--- config.mk ---
export PLATFORM = sky130hd
export DESIGN_NAME = branch_predictor_gshare_flat
export DESIGN_NICKNAME = d
export VERILOG_FILES = /design/src/rtl/branch_predictor_gshare_if.sv /design/src/rtl/branch_predictor_gshare.sv /design/src/flat_wrapper.sv
export SDC_FILE = /design/constraint.sdc
export NUM_CORES = 1
export LEC_CHECK = 0
export CAP_MARGIN = 20
export CORE_MARGIN = 5
export CORE_UTILIZATION = 50
export DETAILED_ROUTE_END_ITERATION = 10
export PLACE_DENSITY = 0.74
export SYNTH_ARGS = -nofsm -noshare
export SYNTH_HDL_FRONTEND = slang
export SYNTH_SLANG_ARGS = --single-unit
export TNS_END_PERCENT = 10
--- constraint.sdc ---
create_clock -name clk -period 11.3 [get_ports clk]
set_input_delay 2.26 -clock clk [delete_from_list [all_inputs] [get_ports clk]]
set_output_delay 2.26 -clock clk [all_outputs]
set_load 0.05 [all_outputs]
--- src/rtl/branch_predictor_gshare_if.sv ---
// branch_predictor_gshare_if: IF/EX-facing predict, update and statistics signals
interface branch_predictor_gshare_if #(
  parameter int GHR_W  = 4,
  parameter int STAT_W = 32
);
  logic              pred_req;
  logic [31:0]       pred_pc;
  logic [31:0]       pred_inst;
  logic              pred_taken;
  logic [31:0]       pred_target;
  logic [GHR_W-1:0]  pred_ghr;
  logic              busy;
  logic              upd_valid;
  logic [31:0]       upd_pc;
  logic [GHR_W-1:0]  upd_ghr;
  logic              upd_taken;
  logic              upd_mispredict;
  logic [STAT_W-1:0] stat_branches;
  logic [STAT_W-1:0] stat_mispredicts;
  modport master (
    output pred_req, pred_pc, pred_inst, upd_valid, upd_pc, upd_ghr, upd_taken, upd_mispredict,
    input  pred_taken, pred_target, pred_ghr, busy, stat_branches, stat_mispredicts
  );
  modport slave (
    input  pred_req, pred_pc, pred_inst, upd_valid, upd_pc, upd_ghr, upd_taken, upd_mispredict,
    output pred_taken, pred_target, pred_ghr, busy, stat_branches, stat_mispredicts
  );
endinterface

--- src/rtl/branch_predictor_gshare.sv ---
// branch_predictor_gshare: gshare direction predictor with JAL targets, clear sweep and stats
module branch_predictor_gshare #(
  parameter int INDEX_W = 7,
  parameter int GHR_W   = 4,
  parameter int CTR_W   = 2,
  parameter int STAT_W  = 32
) (
  input logic clk,
  input logic rst,
  branch_predictor_gshare_if.slave bus
);
  typedef enum logic {CLEAR, RUN} state_e;
  state_e            state_q;
  logic [INDEX_W-1:0] clr_ptr_q;
  logic [CTR_W-1:0]  tbl_q [2**INDEX_W];
  logic [GHR_W-1:0]  ghr_q, ghr_d;
  logic [STAT_W-1:0] br_q, br_d, mp_q, mp_d;
  logic [INDEX_W-1:0] idx_p, idx_u;
  logic [CTR_W-1:0]  ctr_p, ctr_u, ctr_d;
  logic [31:0]       inst, imm_b, imm_j, seq;
  logic              run, jal, br;
  always_comb begin
    inst  = bus.pred_inst;
    run   = state_q == RUN;
    jal   = inst[6:0] == 7'b1101111;
    br    = inst[6:0] == 7'b1100011;
    imm_b = {{20{inst[31]}}, inst[7], inst[30:25], inst[11:8], 1'b0};
    imm_j = {{12{inst[31]}}, inst[19:12], inst[20], inst[30:21], 1'b0};
    seq   = bus.pred_pc + 32'd4;
    idx_p = bus.pred_pc[INDEX_W+1:2] ^ INDEX_W'(ghr_q);
    idx_u = bus.upd_pc[INDEX_W+1:2] ^ INDEX_W'(bus.upd_ghr);
    ctr_p = tbl_q[idx_p];
    ctr_u = tbl_q[idx_u];
    ctr_d = bus.upd_taken ? (&ctr_u ? ctr_u : ctr_u + CTR_W'(1)) : (|ctr_u ? ctr_u - CTR_W'(1) : ctr_u);
    ghr_d = GHR_W'({ghr_q, bus.upd_taken});
    br_d  = &br_q ? br_q : br_q + STAT_W'(1);
    mp_d  = (&mp_q || !bus.upd_mispredict) ? mp_q : mp_q + STAT_W'(1);
  end
  assign bus.pred_taken       = bus.pred_req & run & (jal | (br & ctr_p[CTR_W-1]));
  assign bus.pred_target      = !bus.pred_req ? 32'd0 :
                                !run ? seq :
                                jal ? bus.pred_pc + imm_j :
                                bus.pred_taken ? bus.pred_pc + imm_b : seq;
  assign bus.pred_ghr         = ghr_q;
  assign bus.busy             = !run;
  assign bus.stat_branches    = br_q;
  assign bus.stat_mispredicts = mp_q;
  always_ff @(posedge clk) begin
    if (rst) begin
      state_q   <= CLEAR;
      clr_ptr_q <= '0;
      ghr_q     <= '0;
      br_q      <= '0;
      mp_q      <= '0;
    end else if (!run) begin
      tbl_q[clr_ptr_q] <= CTR_W'((1 << (CTR_W - 1)) - 1);
      clr_ptr_q        <= clr_ptr_q + INDEX_W'(1);
      if (&clr_ptr_q) state_q <= RUN;
    end else if (bus.upd_valid) begin
      tbl_q[idx_u] <= ctr_d;
      ghr_q        <= ghr_d;
      br_q         <= br_d;
      mp_q         <= mp_d;
    end
  end
endmodule
--- src/flat_wrapper.sv ---
// flat-port wrapper written by rule: the top's interface ports become plain ports
module branch_predictor_gshare_flat 
#(
  parameter int INDEX_W = 7,
  parameter int GHR_W   = 4,
  parameter int CTR_W   = 2,
  parameter int STAT_W  = 32
)
  (clk, rst, bus_pred_req, bus_pred_pc, bus_pred_inst, bus_upd_valid, bus_upd_pc, bus_upd_ghr, bus_upd_taken, bus_upd_mispredict, bus_pred_taken, bus_pred_target, bus_pred_ghr, bus_busy, bus_stat_branches, bus_stat_mispredicts);
  branch_predictor_gshare_if #(.GHR_W(GHR_W), .STAT_W(STAT_W)) bus_i ();
  input logic clk;
  input logic rst;
  input wire logic [$bits(bus_i.pred_req)-1:0] bus_pred_req;
  input wire logic [$bits(bus_i.pred_pc)-1:0] bus_pred_pc;
  input wire logic [$bits(bus_i.pred_inst)-1:0] bus_pred_inst;
  input wire logic [$bits(bus_i.upd_valid)-1:0] bus_upd_valid;
  input wire logic [$bits(bus_i.upd_pc)-1:0] bus_upd_pc;
  input wire logic [$bits(bus_i.upd_ghr)-1:0] bus_upd_ghr;
  input wire logic [$bits(bus_i.upd_taken)-1:0] bus_upd_taken;
  input wire logic [$bits(bus_i.upd_mispredict)-1:0] bus_upd_mispredict;
  output wire logic [$bits(bus_i.pred_taken)-1:0] bus_pred_taken;
  output wire logic [$bits(bus_i.pred_target)-1:0] bus_pred_target;
  output wire logic [$bits(bus_i.pred_ghr)-1:0] bus_pred_ghr;
  output wire logic [$bits(bus_i.busy)-1:0] bus_busy;
  output wire logic [$bits(bus_i.stat_branches)-1:0] bus_stat_branches;
  output wire logic [$bits(bus_i.stat_mispredicts)-1:0] bus_stat_mispredicts;
  assign bus_i.pred_req = bus_pred_req;
  assign bus_i.pred_pc = bus_pred_pc;
  assign bus_i.pred_inst = bus_pred_inst;
  assign bus_i.upd_valid = bus_upd_valid;
  assign bus_i.upd_pc = bus_upd_pc;
  assign bus_i.upd_ghr = bus_upd_ghr;
  assign bus_i.upd_taken = bus_upd_taken;
  assign bus_i.upd_mispredict = bus_upd_mispredict;
  assign bus_pred_taken = bus_i.pred_taken;
  assign bus_pred_target = bus_i.pred_target;
  assign bus_pred_ghr = bus_i.pred_ghr;
  assign bus_busy = bus_i.busy;
  assign bus_stat_branches = bus_i.stat_branches;
  assign bus_stat_mispredicts = bus_i.stat_mispredicts;
  branch_predictor_gshare #(.INDEX_W(INDEX_W), .GHR_W(GHR_W), .CTR_W(CTR_W), .STAT_W(STAT_W)) u_core (.clk(clk), .rst(rst), .bus(bus_i));
endmodule
; After elaboration in Yosys (flattened, before gate mapping)
; Memories as Yosys holds them, arrays and structs flattened.
; Cells that the tools add are included.
[word_totals]
register_bits = 76
ramBits = 256
inputBits = 106
output_inout_bits = 102
word_cells = 55
n_memories = 1
[memory_table]
columns = name, words, width, read_ports, rd_ports_with_merged_regs, write_ports, line_no
row1 = u_core.tbl_q, 128, 2, 2, 0, 1, branch_predictor_gshare.sv:15  ; logic [CTR_W-1:0] tbl_q [2**INDEX_W];
[classes]
n_addsub = 8
n_eq_ne = 2
mux = 19
bitwise_logic = 8
n_reduce_logical = 12
[ops]
columns = operator, n
row1 = 2-to-1 mux 32 bit, 4
row2 = adder 32 x 1 -> 32 bit (second input constant), 2
row3 = adder 32 bit, 2
row4 = AND reduction 32 bit, 2
row5 = adder 32 x 3 -> 32 bit (second input constant), 1
row6 = == test 7 bit (second input constant), 2
row7 = XOR 7 x 4 -> 7 bit, 2
row8 = 2-to-1 mux 1 bit, 10
row9 = 2-to-1 mux 2 bit, 4
row10 = adder 7 x 1 -> 7 bit (second input constant), 1
row11 = 2-to-1 mux 7 bit, 1
row12 = AND reduction 7 bit, 1
row13 = AND reduction 3 bit, 2
row14 = AND reduction 2 bit, 2
row15 = OR reduction 2 bit, 2
row16 = bitwise AND 1 bit, 3
row17 = adder 2 x 1 -> 2 bit (second input constant), 1
row18 = zero test 1 bit, 2
row19 = inverter 1 bit, 2
row20 = subtractor 2 x 1 -> 2 bit (second input constant), 1
row21 = logical OR 1 bit, 1
row22 = OR 1 bit, 1

; Logic depth before layout (Yosys ltp)
; Gate-level depths: netlist (run 1).
; An unclocked memory read counts as a cell.
[logic_depth]
depth_word = 9
ltp_mapped = 13
ltp_nobuf = 11

; Least setup slack after synthesis (run 1)
; No wires, ideal clock.
[synth_path]
path_type = in2reg
from = input bus_upd_ghr[0]
to = memory u_core.tbl_q[0][1] (data pin)
setup_time_ns = 1.241
arrival_time_ns = 9.425
required_time_ns = 10.059
slack_ns = 0.634
stages = 10
path_buffers = 3
path_cell_list = xor2_1 buf_2 buf_4 buf_2 mux4_2 mux4_2 nand3_1 a31oi_1 o21ai_0 a21boi_0
[synth_via]
elab_chain_len = 6
elab_cells_between_ends = 10
cone_classes = 2 x add/sub / 4 x mux / 1 x bitwise / 2 x reduce/logical / 1 x memory
[synth_lines]
columns = item, line_no
row1 = from (decl), flat_wrapper.sv:18  ; input wire logic [$bits(bus_i.upd_ghr)-1:0] bus_upd_ghr;
row2 = XOR 7 x 4 -> 7 bit (*), branch_predictor_gshare.sv:31  ; idx_u = bus.upd_pc[INDEX_W+1:2] ^ INDEX_W'(bus.upd_ghr);
row3 = memory (128 x 2 bit) (*), --
row4 = "subtractor 2 x 1 -> 2 bit, or another cell as far along", branch_predictor_gshare.sv:34  ; ctr_d = bus.upd_taken ? (&ctr_u ? ctr_u : ctr_u + CTR_W'(1)) : (|ctr_u ? ctr_u - CTR_W'(1) : ctr_u);
row5 = 2-to-1 mux 2 bit, branch_predictor_gshare.sv:34
row6 = 2-to-1 mux 2 bit (*), branch_predictor_gshare.sv:34
row7 = 2-to-1 mux 2 bit (no line) (*), --
row8 = to (decl), branch_predictor_gshare.sv:15
; Every way passes the cells marked *; elsewhere a longest branch is shown, timed or not.

; Final worst setup path (run 1)
[layout_path]
from = input bus_pred_pc[2]
to = output bus_pred_target[6]
[layout_via]
elab_chain_len = 9
elab_cells_between_ends = 12
cone_classes = 3 x add/sub / 4 x mux / 4 x bitwise / 1 x memory
[layout_lines]
columns = item, line_no
row1 = from (decl), flat_wrapper.sv:14  ; input wire logic [$bits(bus_i.pred_pc)-1:0] bus_pred_pc;
row2 = XOR 7 x 4 -> 7 bit, branch_predictor_gshare.sv:30  ; idx_p = bus.pred_pc[INDEX_W+1:2] ^ INDEX_W'(ghr_q);
row3 = memory (128 x 2 bit), --
row4 = bitwise AND 1 bit, branch_predictor_gshare.sv:39  ; assign bus.pred_taken = bus.pred_req & run & (jal | (br & ctr_p[CTR_W-1]));
row5 = OR 1 bit, branch_predictor_gshare.sv:39
row6 = bitwise AND 1 bit, branch_predictor_gshare.sv:39
row7 = 2-to-1 mux 32 bit, branch_predictor_gshare.sv:43  ; bus.pred_taken ? bus.pred_pc + imm_b : seq;
row8 = 2-to-1 mux 32 bit, branch_predictor_gshare.sv:42  ; jal ? bus.pred_pc + imm_j :
row9 = 2-to-1 mux 32 bit (*), branch_predictor_gshare.sv:41  ; !run ? seq :
row10 = 2-to-1 mux 32 bit (*), branch_predictor_gshare.sv:40  ; assign bus.pred_target = !bus.pred_req ? 32'd0 :
row11 = to (decl), flat_wrapper.sv:22  ; output wire logic [$bits(bus_i.pred_target)-1:0] bus_pred_target;
; Marked as above.

==> impl_metrics.py, run 1 <==
metrics = {
    "outcome": {
        "status": "complete, no violations",
    },
    "floorplan": {
        "start_util": 0.5058,
        "rows": 71,
        "dieArea_mm2": 0.04211,
        "core_area_mm2": 0.03767,
        "die_w_um": 205.2,
        "ioPinCount": 208,
        "die_y_um": 205.2,
    },
    "synthesis": {
        "synthAdderAreaFrac": 0.03350,
        "synth_area_per_cell_um2": 11.44,
        "synthesis.nets": 1821,
        "ys_warn_count": 0,
        "synth_seq_cells": 332,
        "synth_cell_types": 80,
        "synth_mux_area_frac": 0.1383,
        "synth_ff_type": "edfxtp_1",
        "synth_xor_area_frac": 0.06436,
        "yosysSeqAreaShare": 0.4834,
        "synth_simple_gate_area_share": 0.1505,
        "async_reset_ff_frac": 0,
        "synth_top_family_by_area": "simple AND/OR/NAND/NOR gates",
        "synth_compound_area_frac": 0.1058,
        "netlist_area_mm2": 0.01905,
        "synth_edf_count": 256,
        "synth_cells": 1666,
    },
    "cts": {
        "insertion_delay_ns": 0.54,
        "holdBufCountCts": 0,
        "cts_setup_buffers": 0,
        "cts_buffer_depth": 3,
        "post_cts_resized": 0,
        "clkTransAtPathRegs_ns": 0.06,
        "cts_tree": "done",
        "numClockSinks": 332,
        "cts-root-buf": "clkbuf_16",
        "cts_inserted_buffers": 36,
        "htree_levels": 2,
    },
    "timing": {
        "fin_crit_ns": 9.929,
        "worst_slack_ns": 1.371,
        "rsz0062_at_grt": "no",
        "hold_viol_final": 0,
        "worst_slew_pin_slew_ns": 1.169,
        "clock-skew-final_ns": 0.02730,
        "slew_headroom": 0.2185,
        "finalSetupViolCount": 0,
        "tns_ns": 0,
        "drv_slew": 0,
        "fmax_mhz": 100.7,
        "finalCritPeriodShare": 0.8787,
    },
    "setup_path": {
        "path_class": "input pin to primary output",
        "slowest_delay_ns": 0.85,
        "worstSetupEndpointType": "primary output",
        "crit_slowest_cell": "clkdlybuf4s50_1",
        "rr_startpoint": "u_core.run$_SDFF_PP0_",
        "reg2reg_setup_slack_ns": 7.40,
        "timing.rr.end": "u_core.tbl_q[65][0]$_DFFE_PP_",
        "critical_path.startpoint": "bus_pred_pc[2]",
        "crit_top_cell": "clkdlybuf4s50_1",
        "crit_chain": "clkdlybuf4s50_1, buf_4, xor2_4, buf_12, mux4_2, mux2i_1, a211oi_1, nor3_1, nor2_1, a41oi_2, nand2_1, o22ai_1, clkdlybuf4s50_1",
        "start_kind": "input pin",
        "endpoint": "bus_pred_target[6]",
        "path_max_fanout": 21,
        "r2r_cells": 6,
        "cp.arrival_ns": 7.67,
        "critPathRequiredTime_ns": 9.04,
    },
    "placement": {
        "globalplace.congestion": 0.9370,
        "dpl_worst_slack_ns": 1.538,
        "dp_hpwl_um": 36920,
        "port_buffers": 182,
    },
    "global_route": {
        "grt_pass1_wl_um": 82860,
        "grt_pass1_vias": 14820,
        "grt_usage": 0.2496,
        "grt_max_degree": 129,
        "antenna_found_initial": 0,
        "globalRoute.totalOverflow": 0,
    },
    "finish": {
        "final_common_cell": "edfxtp_1",
        "nNetsFinal": 1985,
        "synthToLayoutAreaGrowth_pct": 18.90,
        "drive_above_1_share": 0.1152,
        "final_core_util": 0.6014,
        "final_cell_mix": "edfxtp_1 (256), nor2_1 (248), clkdlybuf4s50_1 (181)",
        "insertedDiodeCount": 0,
    },
    "drt": {
        "via_per_inst": 6.265,
        "wl_per_cell_um": 22.61,
        "drt_iter0_markers": 1388,
        "drc": 0,
        "wl_um": 53570,
        "ant_nets": 0,
        "dr.pass1.iters": 5,
        "vias": 14840,
    },
    "pwr": {
        "power_density_mw_per_mm2": 126.9,
        "total_leakage_power_nw": 7.994,
        "ir_drop_mv": 0.09358,
    },
    "flow_run": {
        "drv_cap": 0,
    },
    "hold_path": {
        "hold_path_class": "register to register",
    },
}
==> critical path: cells and delay by family <==
| family | cells | cell delay (ns) |
|---|---|---|
| buffers and inverters | 4 | 1.81 |
| and+or+nand+nor | 3 | 1.04 |
| xor gates and xnor gates | 1 | 0.61 |
| muxes | 2 | 0.95 |
| AOI/OAI and AO/OA | 3 | 0.96 |
==> layer usage <==
| metal | share of wire | GRT usage | wire [µm] |
|---|---|---|---|
| met5 | 0 | 0 | 0 |
| met3 | 0.10 | 0.05091 | 5418 |
| met2 | 0.48 | 0.4181 | 25860 |
| met1 | 0.38 | 0.3230 | 20260 |
| met4 | 0.038 | 0.09450 | 2034 |
==> state kept, by name (all words and copies together) (netlist names) <==
register,flops
u_core.tbl_q,256
u_core.bus.stat_mispredicts,32
u_core.bus.pred_ghr,4
u_core.run,1
u_core.bus.stat_branches,32
u_core.clr_ptr_q,7
==> synth_stat cells, types with 4 or more instances <==
cell	n	area share
o21ai_0	60	0.016
o32ai_1	5	0.0023
buf_1	7	0.0014
o31ai_1	4	0.0016
or3_1	13	0.0043
o21bai_1	5	0.0020
nand3b_1	6	0.0024
nand2_1	138	0.027
o221ai_1	4	0.0018
o21a_1	9	0.0035
edfxtp_1	256	0.40
and2_1	16	0.0053
dfxtp_1	76	0.080
a211oi_1	11	0.0043
and3_1	22	0.0072
ha_1	47	0.031
o211ai_1	7	0.0028
a221oi_1	7	0.0032
nor2b_1	12	0.0039
nor3_1	27	0.0071
nor2_1	248	0.049
nand4_1	30	0.0099
a22oi_1	7	0.0028
nand2b_1	9	0.0030
mux2i_1	18	0.0095
a31oi_1	17	0.0056
xor2_1	74	0.034
clkbuf_1	54	0.011
a32oi_1	4	0.0018
mux4_2	105	0.12
a311oi_1	5	0.0023
inv_1	27	0.0053
buf_2	13	0.0034
and4_1	16	0.0074
a21boi_0	4	0.0016
a211o_1	5	0.0023
xnor2_1	61	0.028
a21o_1	34	0.013
nand3_1	64	0.017
o2111ai_1	5	0.0023
a21oi_1	65	0.017
o22ai_1	7	0.0023
==> worst min path at each step <==
stage | startpoint | end | depth (start not counted)
6_report | u_core.bus.stat_mispredicts[30]$_SDFFE_PP0P_ | u_core.bus.stat_mispredicts[30]$_SDFFE_PP0P_ | 2
5_1_grt | u_core.bus.stat_mispredicts[30]$_SDFFE_PP0P_ | u_core.bus.stat_mispredicts[30]$_SDFFE_PP0P_ | 2
4_1_cts | u_core.bus.stat_mispredicts[17]$_SDFFE_PP0P_ | u_core.bus.stat_mispredicts[17]$_SDFFE_PP0P_ | 2
3_5_place_dp | u_core.bus.stat_mispredicts[30]$_SDFFE_PP0P_ | u_core.bus.stat_mispredicts[30]$_SDFFE_PP0P_ | 2
3_3_place_gp | u_core.bus.stat_mispredicts[17]$_SDFFE_PP0P_ | u_core.bus.stat_mispredicts[17]$_SDFFE_PP0P_ | 2
2_1_floorplan | u_core.clr_ptr_q[5]$_SDFFE_PP0N_ | u_core.clr_ptr_q[5]$_SDFFE_PP0N_ | 2
==> through the flow <==
step | power, mW | std cells | hold slack, ns | area (µm²)
2_1_floorplan | 1.604 | 1666 | 0.5046 | 19050
3_3_place_gp | 1.733 | 2300 | 0.4816 | 21420
3_5_place_dp | 1.736 | 2300 | 0.5044 | 21420
4_1_cts | 2.883 | 2366 | 0.5153 | 22590
5_1_grt | 2.972 | 2369 | 0.5434 | 22650
6_report | 2.875 | 2369 | 0.5151 | 22650
==> logic make-up after synthesis <==
logic type,count (synthesis)
AND/OR/NAND/NOR,615
flip-flops,332
AO/OA/AOI/OAI,296
XOR/XNOR,137
multiplexers,127
buffers and inverters,109
adder cells (fa/ha/maj),50
==> cell type report <==
cell class / count / area, µm²
Sequential cell: 332 / 9209
Clock buffer: 42 / 933.4
Inverter: 28 / 105.1
Timing Repair Buffer: 207 / 2057
Multi-Input combinational cell: 1225 / 9472
Clock inverter: 24 / 236.5
Fill cell: 3025 / 15010
Tap cell: 511 / 639.4
==> power breakdown <==
group	internal, mW	switching, mW	leakage (nW)
combinational	0.173	0.244	4.10
sequential	1.30	0.00190	3.33
clock	0.670	0.487	0.569
total	2.14	0.734	7.99
(Power assumes the default switching activity.)
==> run 2: changes to the inputs <==
==> constraint.sdc (replaced) <==
create_clock -name clk -period 11.3 [get_ports clk]
set_input_delay 1.695 -clock clk [delete_from_list [all_inputs] [get_ports clk]]
set_output_delay 1.695 -clock clk [all_outputs]
set_load 0.05 [all_outputs]
==> impl_metrics.py, run 2 (synthesized netlist as in run 1, its figures left out) <==
metrics = {
    "cts": {
        "numClockSinks": 332,
        "insertion_delay_ns": 0.54,
        "cts_buffer_depth": 3,
        "cts-root-buf": "clkbuf_16",
        "post_cts_resized": 0,
        "cts_tree": "done",
        "clkTransAtPathRegs_ns": 0.06,
        "holdBufCountCts": 0,
        "htree_levels": 2,
        "cts_inserted_buffers": 35,
        "cts_setup_buffers": 0,
    },
    "placement": {
        "numPlacedInstances": 2295,
        "dp_hpwl_um": 36900,
        "place_area_mm2": 0.02138,
        "port_buffers": 182,
        "globalplace.congestion": 0.9536,
    },
    "finish": {
        "largest_reg_flops": 256,
        "largest-register": "u_core.tbl_q",
        "final_common_cell": "edfxtp_1",
        "n_fill_cell": 3034,
        "synthToLayoutAreaGrowth_pct": 17.86,
        "stdcell_area_mm2": 0.02245,
        "final_cell_mix": "edfxtp_1 (256), nor2_1 (248), clkdlybuf4s50_1 (181)",
        "regArea_mm2": 0.009209,
        "multi_input_area_mm2": 0.009472,
        "insertedDiodeCount": 0,
        "finalNonFillerCells": 2359,
        "nNetsFinal": 1979,
        "drive_above_1_share": 0.1071,
    },
    "setup_path": {
        "critical_path.startpoint": "bus_pred_pc[2]",
        "cp.arrival_ns": 7.33,
        "path_class": "input pin to primary output",
        "path_max_fanout": 26,
        "rr_startpoint": "u_core.tbl_q[54][1]$_DFFE_PP_",
        "worstSetupEndpointType": "primary output",
        "critPathRequiredTime_ns": 9.61,
        "start_kind": "input pin",
    },
    "timing": {
        "rsz0062_at_grt": "no",
        "clock-skew-final_ns": 0.03821,
        "worst_slew_pin_slew_ns": 1.140,
        "fmax_mhz": 110.8,
        "fin_crit_ns": 9.025,
        "tns_ns": 0,
        "finalCritPeriodShare": 0.7986,
        "hold_viol_final": 0,
        "drv_slew": 0,
        "slew_headroom": 0.2377,
        "finalSetupViolCount": 0,
    },
    "pwr": {
        "total_leakage_power_nw": 7.894,
        "ir_drop_mv": 0.1236,
        "power_density_mw_per_mm2": 123.5,
    },
    "drt": {
        "vias": 14740,
        "drt_iter0_markers": 1481,
        "ant_nets": 0,
        "dr.pass1.iters": 6,
        "via_per_inst": 6.248,
        "wl_um": 53820,
        "wl_per_cell_um": 22.82,
        "drc": 0,
    },
    "global_route": {
        "grt_pass1_wl_um": 83210,
        "grt_max_degree": 129,
        "globalRoute.totalOverflow": 0,
        "antenna_found_initial": 1,
        "grt_pass1_vias": 14560,
        "grt_usage": 0.2513,
    },
    "floorplan": {
        "die_w_um": 205.2,
        "core_area_mm2": 0.03767,
        "dieArea_mm2": 0.04211,
        "die_y_um": 205.2,
        "start_util": 0.5058,
        "ioPinCount": 208,
        "rows": 71,
    },
    "hold_path": {
        "worstHoldStart": "u_core.bus.stat_mispredicts[29]$_SDFFE_PP0P_",
        "hold_path_class": "register to register",
    },
    "flow_run": {
        "drv_cap": 0,
    },
    "outcome": {
        "status": "complete, no violations",
    },
}
==> run 2: layer usage <==
layer | global-route usage | vias to the layer above | routed length (µm)
li1 | - | 6650 | -
met1 | 0.3289 | 7168 | 20500
met5 | 0 | - | 11
met2 | 0.4253 | 802 | 26320
met4 | 0.08158 | 2 | 1706
met3 | 0.04838 | 117 | 5289
==> run 2: critical path: stages <==
cell	delay, ns
clkdlybuf4s50_1	0.87
xor2_4	0.63
buf_12	0.31
mux4_2	0.58
a311oi_1	0.27
nand2_1	0.12
nor4_2	0.60
nor2_1	0.22
a41oi_2	0.48
nand2_1	0.35
o22ai_1	0.31
clkdlybuf4s50_1	0.85
==> run 2: area by class of cell <==
class,instances,area share
multi-input combinational,1225,0.4218
timing repair buffer,202,0.08860
sequential,332,0.4101
clock inverter,15,0.005405
tap,511,0.02848
inverter,28,0.004681
clock buffer,46,0.04085
==> run 2: power breakdown <==
group / total, mW / internal [mW] / switching (mW)
sequential: 1.30 / 1.30 / 0.00203
clock: 1.06 / 0.581 / 0.475
combinational: 0.416 / 0.173 / 0.243
==> run 2: final timing paths <==
check                                                 end  slack, ns  cells past startpoint
max                                    bus_pred_target[5]       2.28                     12
min reg2reg  u_core.bus.stat_mispredicts[29]$_SDFFE_PP0P_       0.53                      2
max reg2reg                  u_core.tbl_q[2][1]$_DFFE_PP_       7.64                      8
min          u_core.bus.stat_mispredicts[29]$_SDFFE_PP0P_       0.53                      2
==> run 2: per-stage QoR <==
stage | util | power [mW] | setup slack, ns | hold slack, ns
final | 0.5961 | 2.772 | 2.275 | 0.5259
after global routing | 0.5961 | 2.863 | 1.958 | 0.5555
after detailed placement | 0.5677 | 1.735 | 2.312 | 0.5134
after floorplan | - | 1.604 | 1.199 | 0.5046
after CTS | 0.5952 | 2.783 | 2.311 | 0.5277
after global placement | 0.5677 | 1.731 | 2.292 | 0.4806
